==> config.mk <==
export PLATFORM = sky130hd
export DESIGN_NAME = demux1_4_stream
export DESIGN_NICKNAME = d
export VERILOG_FILES = /design/src/rtl/demux_pkg.sv /design/src/rtl/demux_slot.sv /design/src/rtl/demux1_4_stream.sv
export SDC_FILE = /design/constraint.sdc
export NUM_CORES = 1
export LEC_CHECK = 0
export ABC_AREA = 0
export BUFFER_PORTS_ARGS = -buffer_cell sky130_fd_sc_hd__buf_2
export CAP_MARGIN = 25
export CORE_MARGIN = 2
export CORE_UTILIZATION = 55
export CTS_BUF_LIST = sky130_fd_sc_hd__clkbuf_8
export DETAILED_ROUTE_END_ITERATION = 12
export HOLD_SLACK_MARGIN = 0.03
export PLACE_DENSITY = 0.84
export SLEW_MARGIN = 10
export SYNTH_ARGS = -nofsm -noshare
export SYNTH_HDL_FRONTEND = slang
export SYNTH_SLANG_ARGS = --single-unit
==> constraint.sdc <==
create_clock -name clk -period 2.47 [get_ports clk]
set_clock_uncertainty 0.1 [all_clocks]
set_input_delay 0.3705 -clock clk [delete_from_list [all_inputs] [get_ports clk]]
set_output_delay 0.3705 -clock clk [all_outputs]
set_load 0.1 [all_outputs]
==> src/rtl/demux_pkg.sv <==
// Shared constants for the 1-to-4 stream demultiplexer: lane count,
// select width and per-lane delivered-word counter width.
package demux_pkg;

    localparam int LANES = 4;
    localparam int SEL_W = 2;
    localparam int CNT_W = 8;

endpackage

==> src/rtl/demux_slot.sv <==
// One output lane: a single-entry holding register with a full flag and a
// wrapping count of words delivered to the lane consumer.
module demux_slot
    import demux_pkg::*;
#(
    parameter int W = 8
) (
    input  logic             clk,
    input  logic             rst,
    input  logic             load,
    input  logic [W-1:0]     din,
    input  logic             ready,
    output logic             full,
    output logic [W-1:0]     dout,
    output logic [CNT_W-1:0] cnt
);

    logic drain;

    assign drain = full & ready;

    // A load wins over a drain in the same cycle so the lane streams at one
    // word per cycle; dout keeps its last word after a drain.
    always_ff @(posedge clk) begin
        if (rst) begin
            full <= 1'b0;
            dout <= '0;
            cnt  <= '0;
        end else begin
            if (load) begin
                full <= 1'b1;
                dout <= din;
            end else if (drain) begin
                full <= 1'b0;
            end
            if (drain) begin
                cnt <= cnt + CNT_W'(1);
            end
        end
    end

endmodule

==> src/rtl/demux1_4_stream.sv <==
// 1-to-4 valid/ready demultiplexer: each input word is routed to the lane
// named by in_sel and held there until that lane's consumer takes it.
module demux1_4_stream
    import demux_pkg::*;
#(
    parameter int W = 8
) (
    input  logic                   clk,
    input  logic                   rst,
    input  logic                   in_valid,
    output logic                   in_ready,
    input  logic [W-1:0]           in_data,
    input  logic [SEL_W-1:0]       in_sel,
    output logic [LANES-1:0]       out_valid,
    input  logic [LANES-1:0]       out_ready,
    output logic [LANES*W-1:0]     out_data,
    output logic [LANES*CNT_W-1:0] out_cnt,
    output logic                   busy
);

    logic [LANES-1:0] full;
    logic [LANES-1:0] load;
    logic             accept;

    // Handshakes: a word moves when valid & ready are both high at a rising
    // edge; ready never depends on valid, and valid never waits for ready.
    assign in_ready  = ~full[in_sel] | out_ready[in_sel];
    assign accept    = in_valid & in_ready;
    assign out_valid = full;
    assign busy      = |full;

    for (genvar k = 0; k < LANES; k++) begin : g_lane
        assign load[k] = accept && (in_sel == SEL_W'(k));

        demux_slot #(.W(W)) u_slot (
            .clk   (clk),
            .rst   (rst),
            .load  (load[k]),
            .din   (in_data),
            .ready (out_ready[k]),
            .full  (full[k]),
            .dout  (out_data[k*W +: W]),
            .cnt   (out_cnt[k*CNT_W +: CNT_W])
        );
    end

endmodule
-- Word level (Yosys, flattened, before mapping)
Cells that the tools add are included.
- add/sub/neg operators: 4
- order comparisons: 1
- equality and inequality tests: 3
- mux-type cells: 12
- bitwise logic cells: 7
- reductions and logical operators: 10
- operators with widths (operator ; number):
    $add A8 B1 Y8 const B ; 4
    $mux W1 ; 10
    $reduce_bool A2 Y1 ; 4
    $and A1 B1 Y1 ; 5
    $bmux W1 S2 ; 2
    $eq A2 B2 Y1 const B ; 2
    $logic_and A1 B1 Y1 ; 4
    $reduce_or A4 Y1 ; 1
    $lt A2 B3 Y1 const B ; 1
    $eq A2 B1 Y1 const B ; 1
    $logic_not A2 Y1 ; 1
    $not A1 Y1 ; 1
    $or A1 B1 Y1 ; 1
- bits in registers: 68
- input port bits: 17
- output and inout bits: 70
- word-level logic and storage cells: 49

-- Logic depth before layout (Yosys ltp)
Gate-level depths: netlist of run 1.
- depth after elaboration: 7
- mapped depth: 5

-- Hierarchy
From an unflattened synthesis of run 1, not the netlist that was laid out.
- cell total of the unflattened synthesis: 294
- area total of the unflattened synthesis: 2752.6 µm²
- modules (own cells, without submodules) (module ; times used ; cells an instance ; area an instance (µm²) ; seq. area each (µm²)):
    demux_slot ; 4 ; 71 ; 664.4 ; 340.3
    demux1_4_stream ; 1 ; 10 ; 95.1 ; 0.0

-- Worst setup path after synthesis of run 1
Ideal clock, no wire load.
- path type: flip-flop to flip-flop
- from: register g_lane[0].u_slot.cnt[0]
- to: register g_lane[0].u_slot.cnt[4]
- arrival: 1.865 ns
- slack: 0.384 ns
- cell stages (with the launch flop): 5
- cell sequence: dfxtp_1 ha_1 nand4_1 nor2_1 mux2_2
- word-level cells in the longest chain between the ends: 1
- ends and longest elaborated chain (element ; RTL line ; text):
    start: declaration ; demux_slot.sv:15 ; output logic [CNT_W-1:0] cnt
    start signal: assignment ; demux_slot.sv:37 ; cnt <= cnt + CNT_W'(1);
    $add A8 B1 Y8 ; demux_slot.sv:37 ;
Every way passes these cells.
A chain may end at the register's enable or synchronous reset.

-- Final worst setup path of run 1
- from: register g_lane[2].u_slot.full
- to: output in_ready
- word-level cells in the longest chain between the ends: 4
- ends and longest elaborated chain (element ; RTL line ; text):
    start: declaration ; demux_slot.sv:13 ; output logic full,
    start signal: assignment ; demux_slot.sv:26 ; full <= 1'b0;
    start signal: assignment ; demux_slot.sv:31 ; full <= 1'b1;
    start signal: assignment ; demux_slot.sv:34 ; full <= 1'b0;
    $bmux W1 S2 ; demux1_4_stream.sv:27 ; assign in_ready = ~full[in_sel] | out_ready[in_sel];
    $mux W1 (implied by the code) ; demux1_4_stream.sv:27 ;
    $not A1 Y1 ; demux1_4_stream.sv:27 ;
    $or A1 B1 Y1 ; demux1_4_stream.sv:27 ;
    end: declaration ; demux1_4_stream.sv:11 ; output logic in_ready,
Every way passes these cells. The select of a mux whose other input is x is not followed.

==> results of run 1 <==
layout make-up:
class | count | area (µm²)
Fill cell | 449 | 1590
Multi-Input combinational cell | 245 | 1410
Sequential cell | 68 | 1360
Timing Repair Buffer | 91 | 470
Clock buffer | 11 | 151
Tap cell | 70 | 87.6
Clock inverter | 4 | 17.5
Inverter | 4 | 15.0
cell usage after synthesis (all sizes together):
| master | number | area (µm²) |
|---|---|---|
| or3b | 1 | 8.76 |
| mux2 | 3 | 33.8 |
| and3 | 1 | 6.26 |
| xor2 | 8 | 70.1 |
| nor2 | 14 | 52.6 |
| buf | 12 | 77.6 |
| nand3 | 49 | 265 |
| or3 | 9 | 57.6 |
| o31ai | 8 | 60.1 |
| nor3b | 1 | 12.5 |
| nand2b | 3 | 18.8 |
| o21ai | 41 | 205 |
| nand3b | 2 | 15.0 |
| a21oi | 57 | 285 |
| ha | 4 | 50.1 |
| and3b | 2 | 17.5 |
| nor2b | 7 | 43.8 |
| or4 | 9 | 68.8 |
| nand4 | 8 | 50.1 |
| inv | 4 | 15.0 |
| clkbuf | 10 | 38.8 |
| or2b | 1 | 7.51 |
| mux4 | 1 | 22.5 |
| dfxtp | 68 | 1360 |
| nand2 | 16 | 60.1 |
power groups by stage:
| stage | Clock [µW] | Sequential (µW) | Combinational (µW) |
|---|---|---|---|
| after floorplan | 0 | 1300 | 111 |
| after global placement | 0 | 1160 | 310 |
| after detailed placement | 0 | 1160 | 312 |
| after CTS | 810 | 1130 | 313 |
| after global routing | 857 | 1140 | 327 |
| final | 799 | 1130 | 314 |
path summary, 6_finish.rpt:
check | to | slack, ns | depth (start not counted)
max | in_ready | 0.10 | 3
min | g_lane[1].u_slot.dout[5] | 0.23 | 3
max reg2reg | g_lane[0].u_slot.cnt[7] | 0.94 | 3
min reg2reg | g_lane[3].u_slot.dout[5] | 0.37 | 2
metal layers:
metal / vias up / wire [µm]
met5: - / 0
met4: 0 / 184
met3: 16 / 557
met2: 123 / 3210
met1: 1337 / 3160
li1: 1386 / -
per-stage QoR:
| stage | cells | worst slack [ns] | power, µW |
|---|---|---|---|
| global placement | 478 | 0.339 | 1470 |
| global route | 493 | 0.0216 | 2320 |
| floorplan | 339 | 0.384 | 1410 |
| finish | 493 | 0.103 | 2250 |
| CTS | 493 | 0.0901 | 2260 |
| detailed placement | 478 | 0.316 | 1470 |
state kept, by name, indices dropped and copies added (netlist names):
signal              cells
g_lane.u_slot.cnt      32
g_lane.u_slot.dout     32
g_lane.u_slot.full      4
worst max-delay path, stage by stage, from the launching register on:
cell and delay [ns]:
dfxtp_2 0.41, or2b_1 0.38, mux4_2 0.52, buf_4 0.25
logic make-up after synthesis:
group | synth area share, %
AOI/OAI and AO/OA | 19.0
and+or+nand+nor | 23.6
buffers and inverters | 4.52
muxes | 1.94
DFF | 46.9
xor gates and xnor gates | 2.41
adders and majority gates | 1.72
==> results.yml, run 1 <==
power_and_ir_drop:
  power_switching_uw: 672
  seqPwrFrac_pct: 50.5
  p_leak_uw: 0.00143
  p_sw_share_pct: 29.9
  max-vdd-ir-drop_mv: 0.478
  internal_power_uw: 1580
  comb_power_share_pct: 14.0
  p_clk_share_pct: 35.5
  power_density_nw_per_um2: 639
floorplan:
  start_util_pct: 56.9
  die_area_um2: 5880
  ios: 87
  coreArea_um2: 5110
  die_w_um: 76.7
  die_height_um: 76.7
  fp-row-count: 26
synth:
  synth_nets: 360
  synthCells: 339
  synth_area_um2: 2900
  netlist-cell-type-count: 32
  avgSynthCellArea_um2: 8.57
  ys_warn_count: 0
  ys_seq_elements: 68
  ys_seq_area_share_pct: 46.9
layout:
  layout-drive-gt1-share_pct: 27.7
  final_common_cell: "buf_2"
  area_growth_pct: 21.1
  layout_common_cells: "buf_2, dfxtp_1, a21oi_1"
  layout.nets: 440
  final_util_pct: 68.8
  fin_area_um2: 3520
  n_antenna_cell: 0
flow_run:
  cap_violations: 0
grt:
  grt_pass1_wl_um: 11300
  grt_usage_pct: 24.0
  grt_pass1_vias: 2413
  met1_usage_pct: 31.0
  use_met3_pct: 5.88
  use_met2_pct: 37.1
  busiest_layer: "met2"
  grt_overflow: 0
  grt_max_degree: 34
  antenna_found_initial: 0
setup_path:
  arrival_ns: 1.90
  crit_start: "g_lane[2].u_slot.full"
  crit_fanout: 10
  worstPathRequired_ns: 2.00
  end_kind: "primary output"
  r2r-start: "g_lane[0].u_slot.full"
  cp-start-kind: "flip-flop"
  critPathKind: "reg -> out"
routing:
  postRouteAntennaNets: 0
  via_count: 2862
  drt-total-wl_um: 7110
  via_per_inst: 5.81
  drt_iter0_markers: 165
  route.detailed.drc: 0
  first_pass_iters: 5
  wl_per_cell_um: 14.4
clock_tree:
  cts.sink_count: 68
  clk_pin_slew_ns: 0.07
  worstSkewPairLatency_ns: 0.34
  cts_setup_buffers: 0
  hold_buffers: 0
  ctsResizeCount: 2
  clk_path_buf_depth: 2
  ctsHtreeMaxLevel: 3
  cts-root-buf: "clkbuf_8"
  cts_inserted_buffers: 9
  cts_tree: "built"
timing:
  slew_headroom_pct: 58.8
  period_minus_slack_ns: 2.37
  finalSetupViolCount: 0
  period_share_pct: 95.8
  worstMarginPinSlew_ns: 0.618
  drv_slew: 0
  tns_ns: 0
  clock.fmax_ghz: 0.422
  rsz0062_at_grt: "no"
  holdWs_ns: 0.233
  final_hold_viol_count: 0
place:
  place_area_um2: 3340
  gp_congestion: 0.886
  dp_hpwl_um: 4950
  portBuffers: 86
worst_hold_path:
  min-delay-start: "in_data[5]"
  hp-class: "in -> reg"
status:
  outcome: "finished clean"
No activity file was read; power rests on OpenSTA's default activity.
==> run 2, diff against run 1 <==
Settings changed: GPL_TIMING_DRIVEN from default to 0.
==> run 2 against run 1 <==
Net effect: sequential power is essentially flat; via count grew 2.4%; clock power is essentially flat; flip-flop and latch count is the same; critical endpoint unchanged.
==> results.yml, run 2 (synthesized netlist as in run 1, its figures left out) <==
status:
  outcome: "finished clean"
clock_tree:
  cts_tree: "built"
  ctsHtreeMaxLevel: 3
  cts_inserted_buffers: 9
  clk_path_buf_depth: 2
  cts.sink_count: 68
  cts-root-buf: "clkbuf_8"
  worstSkewPairLatency_ns: 0.34
  clk_pin_slew_ns: 0.07
grt:
  antenna_found_initial: 0
  grt_overflow: 0
  grt_max_degree: 11
  grt_pass1_wl_um: 11500
  grt_usage_pct: 24.6
  grt_pass1_vias: 2504
timing:
  slew_headroom_pct: 63.0
  worst_slack_ns: 0.0789
  rsz0062_at_grt: "no"
  drv_slew: 0
  period_share_pct: 96.8
  final_hold_viol_count: 0
  period_minus_slack_ns: 2.39
  holdWs_ns: 0.227
  tns_ns: 0
  worstMarginPinSlew_ns: 0.555
  finalSetupViolCount: 0
  clock.fmax_ghz: 0.418
setup_path:
  crit_fanout: 10
  critPathKind: "reg -> out"
  ff2ff_path_depth: 3
  worstPathRequired_ns: 2.00
  end_kind: "primary output"
  reg2reg_setup_slack_ns: 1.05
  arrival_ns: 1.92
  rr_endpoint: "g_lane[1].u_slot.dout[4]"
  cp-start-kind: "flip-flop"
  r2r-start: "g_lane[1].u_slot.full"
power_and_ir_drop:
  power_density_nw_per_um2: 631
  p_total_uw: 2260
  p_leak_uw: 0.00145
  max-vdd-ir-drop_mv: 0.436
floorplan:
  coreArea_um2: 5110
  ios: 87
  die_area_um2: 5880
  die_w_um: 76.7
  start_util_pct: 56.9
  fp-row-count: 26
  die_height_um: 76.7
worst_hold_path:
  hp-class: "in -> reg"
  min-delay-start: "in_data[5]"
  hold_depth: 3
  min_to: "g_lane[3].u_slot.dout[5]"
routing:
  wl_per_cell_um: 14.5
  via_count: 2930
  first_pass_iters: 5
  via_per_inst: 5.78
  drt_iter0_markers: 198
  drt-total-wl_um: 7380
  route.detailed.drc: 0
  postRouteAntennaNets: 0
layout:
  final_common_cell: "buf_2"
  n_antenna_cell: 0
  n_fill_cell: 435
  layout_common_cells: "buf_2, dfxtp_1, a21oi_1"
  top_regs: "g_lane.u_slot.cnt: 32 flops, g_lane.u_slot.dout: 32 flops, g_lane.u_slot.full: 4 flops"
  layout.nets: 454
  area_growth_pct: 23.3
  layout-drive-gt1-share_pct: 27.7
  finalNonFillerCells: 507
flow_run:
  cap_violations: 0
place:
  dp_cells: 492
  gp_congestion: 0.821
  dp_hpwl_um: 5210
  pre_cts_ws_ns: 0.285
  portBuffers: 83
## run 2: changes by cell type in the layout (fill, tap and decap cells not counted), sizes merged
cell	previous run	this run
buf	91	95
clkbuf	11	21
## run 2: cell type report
type / instances / area, µm² / share of cell area [%]
Tap cell: 70 / 87.6 / 2.45
Clock inverter: 4 / 17.5 / 0.489
Multi-Input combinational cell: 245 / 1410 / 39.4
Buffer: 22 / 116 / 3.25
Clock buffer: 11 / 151 / 4.23
Inverter: 4 / 15.0 / 0.419
Sequential cell: 68 / 1370 / 38.2
Timing Repair Buffer: 83 / 415 / 11.6
## run 2: power by group
group / internal [µW] / switching [µW]
logic: 58.4 / 265
clock network: 403 / 396
registers: 1120 / 16.4
## run 2: layer usage
layer	vias to the layer above	GRT usage (%)	wire length, µm
met5	-	0	0
met4	0	8.91	67
met3	6	6.35	643
met2	122	39.4	3520
met1	1388	32.2	3150
li1	1414	-	-
## run 2: worst max-delay path by stage
stage	to	cells after the start	slack [ns]	from
after global placement	in_ready	5	0.28	out_ready[3]
after CTS	in_ready	4	0.009	g_lane[1].u_slot.full
after floorplan	g_lane[0].u_slot.cnt[4]	4	0.38	g_lane[0].u_slot.cnt[0]
after detailed placement	in_ready	5	0.28	out_ready[3]
after global routing	in_ready	4	0.001	g_lane[1].u_slot.full
final	in_ready	4	0.08	g_lane[3].u_slot.full
## run 2: what timing repair did
item | 4_1_cts | 5_1_grt
gates cloned | 0 | 0
hold buffers | 0 | 0
setup endpoints to repair | 1 | 1
buffers inserted | 0 | 0
resized for setup | 1 | 3
## run 2: worst max-delay path, stage by stage (launching register included)
cell and delay, ns:
dfxtp_2 0.37, nand2b_1 0.08, clkbuf_1 0.37, mux4_2 0.33, buf_2 0.43
## run 2: per-stage QoR
stage	area (µm²)	utilization, %
final	3580	70.1
after global routing	3580	70.1
after detailed placement	3410	66.7
after floorplan	2900	-
after CTS	3580	70.0
after global placement	3410	66.7
